$ cat src/rtl/riscv_lsu_pkg.sv
// Shared LSU definitions: load/store size codes, FSM states and
// small helpers for size normalisation, lane offset and misalignment.
package riscv_lsu_pkg;

   localparam logic [2:0] LDST_B  = 3'b000;
   localparam logic [2:0] LDST_H  = 3'b001;
   localparam logic [2:0] LDST_W  = 3'b010;
   localparam logic [2:0] LDST_BU = 3'b100;
   localparam logic [2:0] LDST_HU = 3'b101;

   typedef enum logic [1:0] {
      IDLE   = 2'd0,
      ACCESS = 2'd1,
      DONE   = 2'd2
   } lsu_state_e;

   // Unknown funct3 codes behave as a full word.
   function automatic logic [2:0] norm_size(input logic [2:0] i_size);
      logic [2:0] v;
      case (i_size)
         LDST_B, LDST_H, LDST_BU, LDST_HU: v = i_size;
         default:                          v = LDST_W;
      endcase
      return v;
   endfunction

   // Byte offset actually used; illegal low bits are dropped.
   function automatic logic [1:0] eff_offset(input logic [2:0] i_size,
                                             input logic [1:0] i_lo);
      logic [1:0] v;
      case (i_size)
         LDST_B, LDST_BU: v = i_lo;
         LDST_H, LDST_HU: v = {i_lo[1], 1'b0};
         default:         v = 2'b00;
      endcase
      return v;
   endfunction

   function automatic logic is_misaligned(input logic [2:0] i_size,
                                          input logic [1:0] i_lo);
      logic v;
      case (i_size)
         LDST_B, LDST_BU: v = 1'b0;
         LDST_H, LDST_HU: v = i_lo[0];
         default:         v = (i_lo != 2'b00);
      endcase
      return v;
   endfunction

endpackage

$ cat src/rtl/lsu_load_ext.sv
// Load data extraction: shift the addressed lanes down, then
// sign- or zero-extend according to the load size.
module lsu_load_ext
   import riscv_lsu_pkg::*;
(
   input  logic [31:0] i_rdata,
   input  logic [1:0]  i_offset,
   input  logic [2:0]  i_size,
   output logic [31:0] o_data
);

   logic [31:0] w_shift;

   assign w_shift = i_rdata >> {i_offset, 3'b000};

   // Extend the selected byte/half; words pass through unshifted.
   always_comb begin
      o_data = i_rdata;
      case (i_size)
         LDST_B:  o_data = {{24{w_shift[7]}}, w_shift[7:0]};
         LDST_BU: o_data = {24'd0, w_shift[7:0]};
         LDST_H:  o_data = {{16{w_shift[15]}}, w_shift[15:0]};
         LDST_HU: o_data = {16'd0, w_shift[15:0]};
         default: o_data = i_rdata;
      endcase
   end

endmodule

$ cat src/rtl/lsu_periph_master.sv
// Core load/store to peripheral bus initiator, 3-cycle access.
// Optional LSU_MISALIGN_TRAP_EN: misaligned requests trap instead of aligning.
module lsu_periph_master
   import riscv_lsu_pkg::*;
#(
   parameter int ADDR_W = 32,
   parameter int DATA_W = 32
) (
   input  logic              clk,
   input  logic              reset,
   input  logic              lsu_req_i,
   input  logic              lsu_we_i,
   input  logic [2:0]        lsu_size_i,
   input  logic [ADDR_W-1:0] lsu_addr_i,
   input  logic [DATA_W-1:0] lsu_data_i,
   output logic [DATA_W-1:0] lsu_data_o,
   output logic              lsu_stall_o,
   output logic              lsu_misalign_o,
   output logic              per_req_o,
   output logic              per_we_o,
   output logic [ADDR_W-1:0] per_addr_o,
   output logic [DATA_W-1:0] per_wdata_o,
   output logic [3:0]        per_mask_o,
   input  logic [DATA_W-1:0] per_rdata_i
);

   lsu_state_e        r_state;
   logic [2:0]        r_size;
   logic [1:0]        r_off;
   logic              r_req;
   logic              r_we;
   logic [ADDR_W-1:0] r_addr;
   logic [DATA_W-1:0] r_wdata;
   logic [3:0]        r_mask;
   logic [DATA_W-1:0] r_data;
   logic              r_mis;

   logic [2:0]        w_size;
   logic [1:0]        w_off;
   logic              w_trap;
   logic [3:0]        w_mask;
   logic [DATA_W-1:0] w_wdata;
   logic [DATA_W-1:0] w_ld;

   assign w_size = norm_size(lsu_size_i);
   assign w_off  = eff_offset(w_size, lsu_addr_i[1:0]);

`ifdef LSU_MISALIGN_TRAP_EN
   assign w_trap = is_misaligned(w_size, lsu_addr_i[1:0]);
`else
   assign w_trap = 1'b0;
`endif

   // Byte-lane mask and replicated write data for the new request.
   always_comb begin
      w_mask  = 4'b1111;
      w_wdata = '0;
      if (lsu_we_i) begin
         case (w_size)
            LDST_B, LDST_BU: begin
               w_mask  = 4'b0001 << w_off;
               w_wdata = {4{lsu_data_i[7:0]}};
            end
            LDST_H, LDST_HU: begin
               w_mask  = 4'b0011 << w_off;
               w_wdata = {2{lsu_data_i[15:0]}};
            end
            default: begin
               w_mask  = 4'b1111;
               w_wdata = lsu_data_i;
            end
         endcase
      end
   end

   lsu_load_ext u_ext (
      .i_rdata  (per_rdata_i),
      .i_offset (r_off),
      .i_size   (r_size),
      .o_data   (w_ld)
   );

   // Access FSM; bus outputs are registered and live only in ACCESS.
   always_ff @(posedge clk) begin
      if (reset) begin
         r_state <= IDLE;
         r_size  <= '0;
         r_off   <= '0;
         r_req   <= 1'b0;
         r_we    <= 1'b0;
         r_addr  <= '0;
         r_wdata <= '0;
         r_mask  <= '0;
         r_data  <= '0;
         r_mis   <= 1'b0;
      end else begin
         r_req   <= 1'b0;
         r_we    <= 1'b0;
         r_addr  <= '0;
         r_wdata <= '0;
         r_mask  <= '0;
         r_mis   <= 1'b0;
         case (r_state)
            IDLE: begin
               if (lsu_req_i && w_trap) begin
                  r_state <= DONE;
                  r_mis   <= 1'b1;
               end else if (lsu_req_i) begin
                  r_state <= ACCESS;
                  r_size  <= w_size;
                  r_off   <= w_off;
                  r_req   <= 1'b1;
                  r_we    <= lsu_we_i;
                  r_addr  <= {lsu_addr_i[ADDR_W-1:2], 2'b00};
                  r_wdata <= w_wdata;
                  r_mask  <= w_mask;
               end
            end
            ACCESS: begin
               r_state <= DONE;
               if (!r_we)
                  r_data <= w_ld;
            end
            DONE:    r_state <= IDLE;
            default: r_state <= IDLE;
         endcase
      end
   end

   assign lsu_stall_o    = (r_state == ACCESS) ||
                           ((r_state == IDLE) && lsu_req_i);
   assign lsu_misalign_o = r_mis;
   assign lsu_data_o     = r_data;
   assign per_req_o      = r_req;
   assign per_we_o       = r_we;
   assign per_addr_o     = r_addr;
   assign per_wdata_o    = r_wdata;
   assign per_mask_o     = r_mask;

endmodule

$ cat config.mk
export PLATFORM = sky130hd
export DESIGN_NAME = lsu_periph_master
export DESIGN_NICKNAME = d
export VERILOG_FILES = /design/src/rtl/riscv_lsu_pkg.sv /design/src/rtl/lsu_load_ext.sv /design/src/rtl/lsu_periph_master.sv
export SDC_FILE = /design/constraint.sdc
export NUM_CORES = 1
export LEC_CHECK = 0
export ABC_AREA = 1
export CAP_MARGIN = 20
export CORE_MARGIN = 1.5
export CORE_UTILIZATION = 42
export DETAILED_ROUTE_END_ITERATION = 7
export GPL_ROUTABILITY_DRIVEN = 0
export PLACE_DENSITY_LB_ADDON = 0.15
export SKIP_LAST_GASP = 1
export SLEW_MARGIN = 15
export SYNTH_ARGS = -nofsm -noshare
export SYNTH_HDL_FRONTEND = slang
export SYNTH_SLANG_ARGS = --single-unit
$ cat constraint.sdc
create_clock -name clk -period 1.86 [get_ports clk]
set_clock_uncertainty 0.1 [all_clocks]
set_input_delay 0.372 -clock clk [delete_from_list [all_inputs] [get_ports clk]]
set_output_delay 0.372 -clock clk [all_outputs]
set_load 0.005 [all_outputs]
# Yosys cells after proc, flatten, opt, wreduce, memory -nomap -nowiden
# Index checks and enable logic that the tools add are counted.
# totals
out_inout_bits	104
word_cells	51
in_bits	103
regBits	109
# op_classes
bitwise	4
muxes	9
reduce_logical	14
n_eq_ne	11
n_shift	3
# ops
cell	n
$pmux 32 s4	1
$pmux 32 s2	1
$shr 32x5->16	1
$eq 3x3->1 const B	6
$eq 3x1->1 const B	3
$logic_not 3->1	3
$pmux 2 s2	2
$pmux 4 s2	1
$reduce_or 4->1	2
$reduce_or 2->1	3
$mux 4	1
$not 1->1	4
$reduce_and 2->1	2
$shl 1x2->4 const A	1
$shl 2x2->4 const A	1
$mux 3	1
$reduce_or 3->1	1
$eq 2x1->1 const B	1
$logic_not 2->1	1
$mux 2	1
$ne 2x2->1 const B	1
$logic_and 1x1->1	1
$logic_or 1x1->1	1
$mux 1	1

# Longest topological paths before layout
# depth
ltp_word	9
ltp_mapped	9
mapped_depth_nobuf	8

# Modules after synthesis
# Synthesis repeated with hierarchy kept, for this count alone.
# unflattened
cells_unflattened	652
area_unflattened_um2	4584.4
# by_module_without_submodules
mod	area_per_inst_um2	seq_area_each_um2	cells_per_inst	instances
lsu_periph_master	3706.1	2142.1	458	1
lsu_load_ext	878.3	0.0	194	1

# Worst setup path before layout
# OpenSTA, ideal clock, no wires.
# synth_timing
path_type	register -> register
start	reg r_off[1]
end	reg r_data[21], in the netlist lsu_data_o[21]
slack_ps	509
n_path_buf	2
t_arrival_ps	1138
stages_incl_launch_ff	9
synth_period_minus_slack_ps	1351
cell_sequence	dfxtp_1 > buf_6 > inv_4 > nand3_2 > nand3_4 > nand3_4 > buf_8 > o21bai_2 > inv_1
# synth_between
elab_chain_len	2
# synth_lines
element	line_no	rtl
start: declaration	lsu_periph_master.sv:29	logic [1:0] r_off;
start signal: assignment	lsu_periph_master.sv:111	r_off <= w_off;
$shr 32x5->16	lsu_load_ext.sv:14	assign w_shift = i_rdata >> {i_offset, 3'b000};
$pmux 32 s4	lsu_load_ext.sv:19	case (i_size)
end signal: assignment	lsu_periph_master.sv:122	r_data <= w_ld;
end: declaration	lsu_periph_master.sv:35	logic [DATA_W-1:0] r_data;
# Every way passes these cells.
# A chain may end at the register's enable or synchronous reset.

# Final worst setup path
# layout_timing
start	reg r_data[20], in the netlist lsu_data_o[20]
end	out lsu_data_o[20]
# layout_lines
element	line_no	rtl
end: declaration	lsu_periph_master.sv:16	output logic [DATA_W-1:0] lsu_data_o,
# No word-level cell between the ends.

==> results by group <==
Finish
  – Ant. Diodes: 0
  – Finished Layout Cells: 948
  – Share of cells above drive strength 1: 0.0948
  – Area growth, synth to finish: 53.6%
  – Nets: 911
  – Finished Cell Area: 6930 µm²

Timing
  – Final Cycle Share: 0.929
  – # setup viols final: 0
  – Fmax: 0.579 GHz
  – Final min period: 1.73 ns
  – RSZ-0062 raised after global routing: no
  – PnR worst setup slack: 0.133 ns
  – Final hold slack: 0.416 ns
  – Max Slew Vio Count: 0
  – Final Hold Viols: 0

Status
  – Status: complete, no violations

Placed design
  – IO buf count: 203
  – Inst Count DP: 933
  – DP HPWL: 9.99 mm
  – Placed Instance Area: 6730 µm²
  – Placement Setup Slack: -0.0877 ns

Logic synthesis
  – Syn_area_per_cell: 7.50 µm²
  – Synthesized flop and latch total: 107
  – Cells after Synth: 601
  – Synth warn: 0
  – Sequential fraction of the synthesis area: 0.475
  – Most frequent cells after synthesis: inv_1, nand2_1, dfxtp_1
  – Area contributors post-synth: dfxtp_1, inv_1, nand2_1
  – Largest area contributor in the netlist: dfxtp_1
  – Most common cell in the netlist: inv_1
  – Synth cell types: 29
  – Area share of the largest cell type after synthesis: 0.475
  – Most used flip-flop cell after synthesis: dfxtp_1
  – EDFF count, synth: 0
  – Post-synthesis cell area: 4510 µm²
  – Async SR Flop Fraction: 0

Pwr
  – Pleak: 3.30 nW
  – Sw Pwr: 1.33 mW
  – Tot Pwr: 4.93 mW
  – Clock power share: 0.296
  – Seq pwr share: 0.499
  – Max VDD drop: 0.478 mV
  – Internal power: 3.60 mW
  – Comb pwr share: 0.205
  – Power per cell area: 712 nW/µm²
  – Sw Ratio: 0.270

Setup path
  – Slowest Stage Delay on Critical Path: 0.52 ns
  – Crit-path leading delay family: buffers and inverters
  – R2R Setup Slk: 0.21 ns
  – WP data arrival: 1.26 ns
  – Crit path max fanout: 2
  – Crit-path slowest cell: clkdlybuf4s50_1
  – Startpoint Class: flop
  – CP endpoint kind: primary output
  – Worst path bufs/invs: 1
  – Sequence of cells on the critical path: clkdlybuf4s50_1
  – Critical path class: flop to primary output
  – CP required: 1.39 ns

Routing
  – WL final: 13.0 mm
  – DR iter-0 viols: 206
  – DR vias: 4485
  – Post-route DRC violation count: 0
  – DR vias/cell: 4.73
  – Detail Route Antenna Nets: 0
  – Routed len/inst: 13.7 µm
  – Pre-Repair DR Iteration Count: 6

Clock tree
  – CTS tree: yes
  – Sink Count: 107
  – Total CTS buffers: 9
  – Post-CTS setup buffer count: 0
  – Max Buffers Root-to-Sink: 2
  – Clock slew at reported path FFs: 0.11 ns
  – Worst skew pair latency: 0.36 ns
  – Root Buffer: clkbuf_8
  – H-tree Lvls: 3
  – Post-CTS Hold Fix Bufs: 0

Floorplan
  – Die W: 107 µm
  – Initial Utilization: 0.435
  – Row count: 37
  – I/O pins: 207
  – DIE HEIGHT: 107 µm
  – Die Area: 11400 µm²
  – Core area: 10400 µm²

Global route
  – Largest net degree at the start of global routing: 35
  – Gr ovfl total: 0
  – GRT Overall Usage: 0.228
  – First-pass GRT wire length: 20.5 mm
  – Vias in the first global route: 4325
  – Initial antenna violation count: 0

Run
  – Maximum Capacitance Violations: 0

Worst hold path
  – Hold Path Class: input pin to flop
kinds of logic (layout without fill, tap and decap cells):
group,after synthesis,in the layout,synth area share
buf+inv,144,353,0.140
compound gates,114,114,0.148
simple gates,235,235,0.236
flops,107,107,0.475
other cells,1,3,0.000832
per-stage QoR:
stage / TNS (ns) / util
after floorplan: 0 / -
final: 0 / 0.668
after global placement: -0.102 / 0.649
after CTS: 0 / 0.668
after global routing: 0 / 0.668
after detailed placement: -0.385 / 0.649
worst paths after layout:
check	endpoint	depth (start not counted)	startpoint
max reg2reg	lsu_data_o[18]$_SDFFE_PP0P_	8	r_off[0]$_SDFFE_PP0P_
max	lsu_data_o[20]	1	lsu_data_o[20]$_SDFFE_PP0P_
min reg2reg	r_size[2]$_SDFFE_PP0P_	2	r_size[2]$_SDFFE_PP0P_
min	per_addr_o[24]$_SDFF_PP0_	3	lsu_addr_i[24]
cell usage in the layout, fill, tap and decap left out, drive strengths merged:
cell and n:
clkbuf 9, a31oi 1, nand3 37, clkdlybuf4s50 202, clkinv 2, clkinvlp 1, o21bai 16, nor2 75
o21ai 66, o21a 8, nor3 1, nand2 114, a21oi 23, nand4 8, dlygate4sd2 1, buf 20
bufinv 1, inv 117, dfxtp 107, conb 3
flip-flops by register name, summed over array words and instances, names as in the netlist:
signal / cells
per_req_o: 1
r_off: 2
per_mask_o: 4
lsu_data_o: 32
r_state: 2
r_size: 3
per_addr_o: 30
per_we_o: 1
per_wdata_o: 32
power groups by stage:
stage	clock (mW)	sequential, mW	combinational, mW
finish	1.46	2.46	1.01
global route	1.59	2.48	1.11
CTS	1.50	2.46	1.01
detailed placement	0	2.51	1.01
global placement	0	2.51	0.990
floorplan	0	2.51	0.436
cell type report:
type                    instances  area, µm²
fillers                       930       3440
well taps                     136        170
repair buffers                223       2230
flip-flops and latches        107       2140
clock inverters                 6       75.1
multi-input cells             352       1750
inverters                     115        437
clock buffers                   9        124
layer usage:
| metal | routed length (µm) | GRT usage | up-vias |
|---|---|---|---|
| li1 | - | - | 2253 |
| met1 | 5050 | 0.263 | 2037 |
| met2 | 6370 | 0.389 | 184 |
| met3 | 1400 | 0.0954 | 11 |
| met4 | 138 | 0.0600 | 0 |
| met5 | 0 | 0 | - |
what timing repair did:
item,CTS,global route
gates resized for setup,2,1
setup endpoints to repair,1,14
pin swaps,1,0
tightest hold or removal path, delay by kind of cell:
| family | cells | cell delay (ns) |
|---|---|---|
| buf+inv | 2 | 0.44 |
| simple gates | 1 | 0.03 |
No activity file was read; power rests on OpenSTA's default activity.
